$ cat src/rtl/instruction_fetch_unit.sv
// ---------------------------------------------------------------------------
// instruction_fetch_unit
//
// Purpose:
//   Owns the program counter and presents it as the byte address to an
//   instruction memory that answers combinationally. The returned word is
//   captured into the IF/ID pipeline register on the same edge that the PC
//   moves. Normal fetch is sequential (+4). The unit also supports stall,
//   flush and branch/jump redirect. A redirect to a misaligned target traps
//   into a sticky HALT state that only reset can leave.
//
// Ports:
//   Clk           in   1   rising-edge clock
//   Rst           in   1   asynchronous, active-low reset
//   Stall         in   1   hold PC and IF/ID (load-use hazard from ID)
//   Flush         in   1   bubble into IF/ID; PC still advances
//   BranchTaken   in   1   redirect PC to BranchTarget this cycle
//   BranchTarget  in   32  byte address of the redirect target
//   Instruction   in   32  combinational read data from instruction memory
//   Address       out  32  byte address to instruction memory (= PC)
//   IFID_Instr    out  32  registered instruction
//   IFID_PCPlus4  out  32  registered PC+4 belonging to IFID_Instr
//   IFID_Valid    out  1   IFID_Instr is a real fetched instruction
//   Halted        out  1   sticky misaligned-target trap flag
//   FetchCount    out  32  number of valid instructions delivered to IF/ID
// ---------------------------------------------------------------------------
module instruction_fetch_unit #(
  parameter logic [31:0] RESET_PC  = 32'h0000_0000,
  parameter logic [31:0] NOP_INSTR = 32'h0000_0000
) (
  input  logic        Clk,
  input  logic        Rst,
  input  logic        Stall,
  input  logic        Flush,
  input  logic        BranchTaken,
  input  logic [31:0] BranchTarget,
  input  logic [31:0] Instruction,
  output logic [31:0] Address,
  output logic [31:0] IFID_Instr,
  output logic [31:0] IFID_PCPlus4,
  output logic        IFID_Valid,
  output logic        Halted,
  output logic [31:0] FetchCount
);

  typedef enum logic [1:0] {
    BOOT = 2'd0,
    RUN  = 2'd1,
    HALT = 2'd2
  } state_t;

  state_t      state_reg, state_next;
  logic [31:0] pc_reg, pc_next;
  logic [31:0] instr_reg, instr_next;
  logic [31:0] pcplus4_reg, pcplus4_next;
  logic        valid_reg, valid_next;
  logic        halted_reg, halted_next;
  logic [31:0] count_reg, count_next;

  // Wraps modulo 2^32, so 32'hFFFF_FFFC + 4 lands on 0 without any trap.
  logic [31:0] pc_plus4;
  assign pc_plus4 = pc_reg + 32'd4;

  // -------------------------------------------------------------------------
  // State register
  // -------------------------------------------------------------------------
  always_ff @(posedge Clk or negedge Rst) begin
    if (!Rst) begin
      state_reg   <= BOOT;
      pc_reg      <= RESET_PC;
      instr_reg   <= NOP_INSTR;
      pcplus4_reg <= 32'd0;
      valid_reg   <= 1'b0;
      halted_reg  <= 1'b0;
      count_reg   <= 32'd0;
    end else begin
      state_reg   <= state_next;
      pc_reg      <= pc_next;
      instr_reg   <= instr_next;
      pcplus4_reg <= pcplus4_next;
      valid_reg   <= valid_next;
      halted_reg  <= halted_next;
      count_reg   <= count_next;
    end
  end

  // -------------------------------------------------------------------------
  // Next-state logic
  // -------------------------------------------------------------------------
  always_comb begin
    // Default: everything holds (this is also the Stall behaviour).
    state_next   = state_reg;
    pc_next      = pc_reg;
    instr_next   = instr_reg;
    pcplus4_next = pcplus4_reg;
    valid_next   = valid_reg;
    halted_next  = halted_reg;
    count_next   = count_reg;

    case (state_reg)
      // First edge after reset always fetches RESET_PC; control inputs are
      // not yet honoured so that the pipeline starts from a known word.
      BOOT: begin
        instr_next   = Instruction;
        pcplus4_next = pc_plus4;
        valid_next   = 1'b1;
        pc_next      = pc_plus4;
        count_next   = count_reg + 32'd1;
        state_next   = RUN;
      end

      RUN: begin
        if (BranchTaken) begin
          // A redirect always kills the word currently being fetched,
          // regardless of Stall/Flush.
          instr_next   = NOP_INSTR;
          pcplus4_next = 32'd0;
          valid_next   = 1'b0;
          if (BranchTarget[1:0] == 2'b00) begin
            pc_next = BranchTarget;
          end else begin
            // PC is left on the last good address for post-mortem.
            state_next  = HALT;
            halted_next = 1'b1;
          end
        end else if (Stall) begin
          // Hold everything (defaults).
        end else if (Flush) begin
          pc_next      = pc_plus4;
          instr_next   = NOP_INSTR;
          pcplus4_next = 32'd0;
          valid_next   = 1'b0;
        end else begin
          pc_next      = pc_plus4;
          instr_next   = Instruction;
          pcplus4_next = pc_plus4;
          valid_next   = 1'b1;
          count_next   = count_reg + 32'd1;
        end
      end

      HALT: begin
        // Bubble was already written on entry; rewriting it keeps IF/ID
        // pinned to the bubble even if nothing else changes.
        instr_next   = NOP_INSTR;
        pcplus4_next = 32'd0;
        valid_next   = 1'b0;
        halted_next  = 1'b1;
      end

      default: begin
        state_next = BOOT;
      end
    endcase
  end

  // -------------------------------------------------------------------------
  // Outputs
  // -------------------------------------------------------------------------
  assign Address      = pc_reg;
  assign IFID_Instr   = instr_reg;
  assign IFID_PCPlus4 = pcplus4_reg;
  assign IFID_Valid   = valid_reg;
  assign Halted       = halted_reg;
  assign FetchCount   = count_reg;

endmodule

$ cat config.mk
export PLATFORM = sky130hd
export DESIGN_NAME = instruction_fetch_unit
export DESIGN_NICKNAME = d
export VERILOG_FILES = /design/src/rtl/instruction_fetch_unit.sv
export SDC_FILE = /design/constraint.sdc
export NUM_CORES = 1
export LEC_CHECK = 0
export CAP_MARGIN = 20
export CORE_UTILIZATION = 42
export CTS_CLUSTER_DIAMETER = 50
export DETAILED_ROUTE_END_ITERATION = 10
export PLACE_DENSITY = 0.85
export SYNTH_ARGS = -nofsm -noshare
export SYNTH_HDL_FRONTEND = slang
export SYNTH_SLANG_ARGS = --single-unit
$ cat constraint.sdc
create_clock -name Clk -period 2 [get_ports Clk]
set_clock_uncertainty 0.05 [all_clocks]
set_input_delay 0.3 -clock Clk [delete_from_list [all_inputs] [get_ports Clk]]
set_output_delay 0.3 -clock Clk [all_outputs]
set_load 0.01 [all_outputs]
* Word level (Yosys, flattened, before mapping)
Index checks and enable logic that the tools add are counted.
Operators by class: add/subtract/negate cells 2, eq/ne operators 9, multiplexer cells 26, bitwise gates (word level) 1, reductions and logical operators 10
Operators by type and width (number):
- two-way mux 32 bit | 12
- case mux 32 bit (3 select lines) | 2
- case mux 32 bit (2 select lines) | 2
- adder 32 x 1 -> 32 bit (second input constant) | 1
- adder 32 x 3 -> 32 bit (second input constant) | 1
- != test 2 bit (second input constant) | 5
- AND reduction 3 bit | 3
- != test 3 bit (second input constant) | 2
- case mux 2 bit (3 select lines) | 1
- two-way mux 1 bit | 5
- logical NOT 2 bit | 2
- two-way mux 2 bit | 2
- AND reduction 4 bit | 1
- nonzero test 2 bit | 2
- case mux 1 bit (3 select lines) | 1
- nonzero test 3 bit | 1
- equality test 2 x 1 -> 1 bit (second input constant) | 1
- equality test 2 bit (second input constant) | 1
- case mux 1 bit (2 select lines) | 1
- AND reduction 2 bit | 1
- NOT 1 bit | 1
Word-level totals: register bits after elaboration 132, bits of input ports 69, output and inout port bits 130, logic and storage cells 55

* Longest topological paths before layout
depth in word-level cells 5, mapped depth 9, depth with buffers taken out 7

* Worst setup path before layout
No wires, ideal clock.
kind register -> register, start point reg state_reg[1], end point reg pc_reg[26], in the netlist Address[26], setup time 0.137 ns, arrival 1.911 ns, setup slack -0.098 ns, stages on the path, launching flop included 9, buffers on the path 2, period minus slack after synthesis 2.098 ns, cells stage by stage dfrtp_1 > inv_1 > ha_1 > buf_2 > o21ai_0 > o22ai_1 > clkbuf_1 > a21oi_1 > a2bb2oi_1
On the way: word-level cells in the longest chain between the ends 3, elaborated cells on any way between the ends 7
Ends and longest elaborated chain:
- start: declaration | RTL line 52 | state_t state_reg, state_next;
- start signal: assignment | RTL line 77 | state_reg <= state_next;
- equality test 2 x 1 -> 1 bit or logical NOT 2 bit (tied branches) | RTL line 100 | case (state_reg)
- != test 3 bit (no line) or nonzero test 2 bit (tied branches)
- AND reduction 3 bit (no line)
- end signal: assignment | RTL line 78 | pc_reg <= pc_next;
- end: declaration | RTL line 53 | logic [31:0] pc_reg, pc_next;
Several ways; a longest one is shown, not always the timed one. A chain may end at the register's enable or synchronous reset.

* Final worst setup path
start point reg state_reg[1], end point reg count_reg[23], in the netlist FetchCount[23]
On the way: word-level cells in the longest chain between the ends 3, elaborated cells on any way between the ends 8
Ends and longest elaborated chain:
- equality test 2 x 1 -> 1 bit or logical NOT 2 bit (tied branches) | RTL line 100
- != test 2 bit (no line) or nonzero test 2 bit (tied branches)
- AND reduction 4 bit (no line)
- end signal: assignment | RTL line 83 | count_reg <= count_next;
- end: declaration | RTL line 58 | logic [31:0] count_reg, count_next;
Several ways; a longest one is shown, not always the timed one.

==> flow_summary.toml <==
[worst_setup_path]
end_kind = "flop"
rr_startpoint = "state_reg[1]$_DFFE_PN0P_"
r2r_cells = 10
crit_top_cell = "buf_4"
r2r-end = "FetchCount[23]$_DFFE_PN0P_"
rrSetupSlack_ns = -0.07
path_max_fanout = 4
critPathSlowestCell = "dfrtp_1"
crit_arrival_ns = 2.33
slowest_delay_ns = 0.38
cp_cell_sequence = "inv_2 > ha_4 > nor4b_4 > buf_4 > o21a_1 > nand4_1 > buf_4 > buf_6 > nor3_4 > xor2_1"
setup.worst_path.start_class = "flop"
worstPathRequired_ns = 2.26
critPathKind = "reg -> reg"

[run_status]
status = "complete, but fails checks"
violations = "negative setup slack"

[sta]
finalMaxSlewViolations = 0
fin_crit_sh_pct = 103
finalSetupViolations = 2
hold_violations = 0
relSlewSlack_pct = 63.9
max_freq_mhz = 483
whs_ns = 0.369
post-route-min-period_ns = 2.07
worst_pin_slew_ns = 0.541
fin_ws_ns = -0.0686
rsz0062_at_grt = "yes"

[pwr]
p_leak_uw = 0.00432
p_per_area_nw_per_um2 = 1540
total_power_uw = 15100
ir_worst_vdd_v = 0.000946

[floorplan]
die_h_um = 124
die_area_sq_um = 15300
ioPinCount = 199
initial_core_util_pct = 42.9
core_area_sq_um = 14500
die_w_um = 124
num_rows = 44

[cts]
clk_pin_slew_ns = 0.06
tritoncts = "built"
cts_sinks = 132
clockBufferDepth = 2
numCtsBuffers = 17
cts.htree.levels = 4
clk_latency_ns = 0.42
cts-root-buf = "clkbuf_16"

[yosys]
postSynth.asyncResetShare_pct = 100
syn_area_sq_um = 6240
synth_top_cells_by_area = "dfrtp_1, a22o_1, xor2_1"
synth_area_leader_cell = "dfrtp_1"
synth_seq_area_share_pct = 52.9
synth-seq-cells = 132
synth_cells = 605
synthTopCellsByCount = "dfrtp_1, nand2_1, o21ai_0, a22o_1, a21oi_1"
yosysWarnings = 0
synth_most_common_cell = "dfrtp_1"
synth_cell_types = 52
syn_avg_cell_area_sq_um = 10.3
ys.flop_type = "dfrtp_1"
syn_nets = 681
synth_top_area_share_pct = 52.9
synth_edf_count = 0

[placed_design]
io_buffers = 198
place_ws_ns = -0.278
dp_hpwl_um = 13200
gp_congestion = 0.890
post_dp_cell_area_sq_um = 8980

[grt]
grt.total_usage_pct = 24.8
grt_max_degree = 57
antenna_found_initial = 0
overflow = 0
grt_pass1_wl_um = 28700
grt_pass1_vias = 5600

[layout]
multi_input_area_sq_um = 2940
fin_nets = 946
nFillCells = 1078
num_antenna_cells = 0
fin_area_sq_um = 9830
final_layout_size_suffix_gt1_share_pct = 17.0
area_delta_synth_final_pct = 57.6
regArea_sq_um = 3300

[route]
ant_nets = 0
routed_wl_um = 19800
first_pass_iters = 4
wl_per_cell_um = 18.6
drt_iter0_markers = 447
drc = 0
route.vias.total = 5970
via_per_inst = 5.60

[min_path]
min_path_type = "in -> async"

[flow_run]
max_cap_viol_count = 0
==> report_power, final <==
part           internal, uW  leakage [uW]  switching (uW)  total (uW)
clock network          1820      0.000281            1150        2970
registers              3640       0.00166             695        4340
logic                  4060       0.00238            3750        7810
total                  9520       0.00432            5600       15100
==> kinds of logic after synthesis <==
logic type,synth area share (%)
AOI/OAI and AO/OA,17.3
xor gates and xnor gates,8.28
adders and majority gates,1.40
buffers and inverters,2.57
DFF,52.9
muxes,0.521
and+or+nand+nor,17.0
==> stage by stage <==
step | utilization (%) | std cells | setup TNS [ns]
2_1_floorplan | - | 605 | 0
3_3_place_gp | 61.8 | 1023 | -3.31
3_5_place_dp | 61.8 | 1023 | -6.06
4_1_cts | 66.0 | 1058 | 0
5_1_grt | 67.6 | 1067 | -0.676
6_report | 67.6 | 1067 | -0.0766
==> worst max path at each step <==
| stage | slack [ns] | endpoint | start | cells past startpoint |
|---|---|---|---|---|
| after floorplan | 0.01 | Address[29]$_DFFE_PN0P_ | state_reg[1]$_DFFE_PN0P_ | 8 |
| after global placement | -0.16 | Address[29]$_DFFE_PN0P_ | BranchTaken | 6 |
| after detailed placement | -0.28 | FetchCount[29]$_DFFE_PN0P_ | BranchTaken | 7 |
| after CTS | 0.006 | FetchCount[29]$_DFFE_PN0P_ | state_reg[1]$_DFFE_PN0P_ | 8 |
| after global routing | -0.16 | FetchCount[23]$_DFFE_PN0P_ | state_reg[1]$_DFFE_PN0P_ | 10 |
| final | -0.07 | FetchCount[23]$_DFFE_PN0P_ | state_reg[1]$_DFFE_PN0P_ | 10 |
==> cells in the final DEF (no fill, tap or decap), drive strengths merged, types with 10 or more instances in the layout <==
cell type and instances:
clkdlybuf4s50 197, dfrtp 132, buf 80, nand2 76, o21ai 46, a22o 37
a21oi 34, xor2 33, nor2 29, xnor2 26, clkbuf 24, nand3 19
nand4 19, o22ai 15, and3 12, and4 10
==> what timing repair did <==
| action | CTS | global route |
|---|---|---|
| cloned | 0 | 2 |
| gates resized for setup | 7 | 24 |
| hold buffers | 1 | 0 |
| pin swaps | 2 | 10 |
| buffers inserted | 2 | 7 |
| setup endpoints to repair | 14 | 36 |
| endpoints found under the hold margin | 53 | 0 |
==> per-layer routing <==
metal	wire length, um	up-vias	GRT usage, %
met5	0	-	0
met3	1640	33	6.64
met1	8060	2897	31.7
li1	-	2727	-
met4	299	0	8.43
met2	9810	313	40.7
==> critical path: cells and delay by family (launching register included) <==
kind	cells	cell delay, ns
flip-flops	1	0.38
AO/OA/AOI/OAI	1	0.14
AND/OR/NAND/NOR	3	0.43
adder cells (fa/ha/maj)	1	0.15
XOR/XNOR	1	0.25
buffers and inverters	4	0.55
==> area by class of cell <==
cell class	count	area share, %
clock buffer	22	4.93
clock inverter	10	0.815
inverter	7	0.267
multi-input combinational	432	29.9
sequential	132	33.6
tap	184	2.34
timing repair buffer	280	28.1
(Power assumes the default switching activity.)
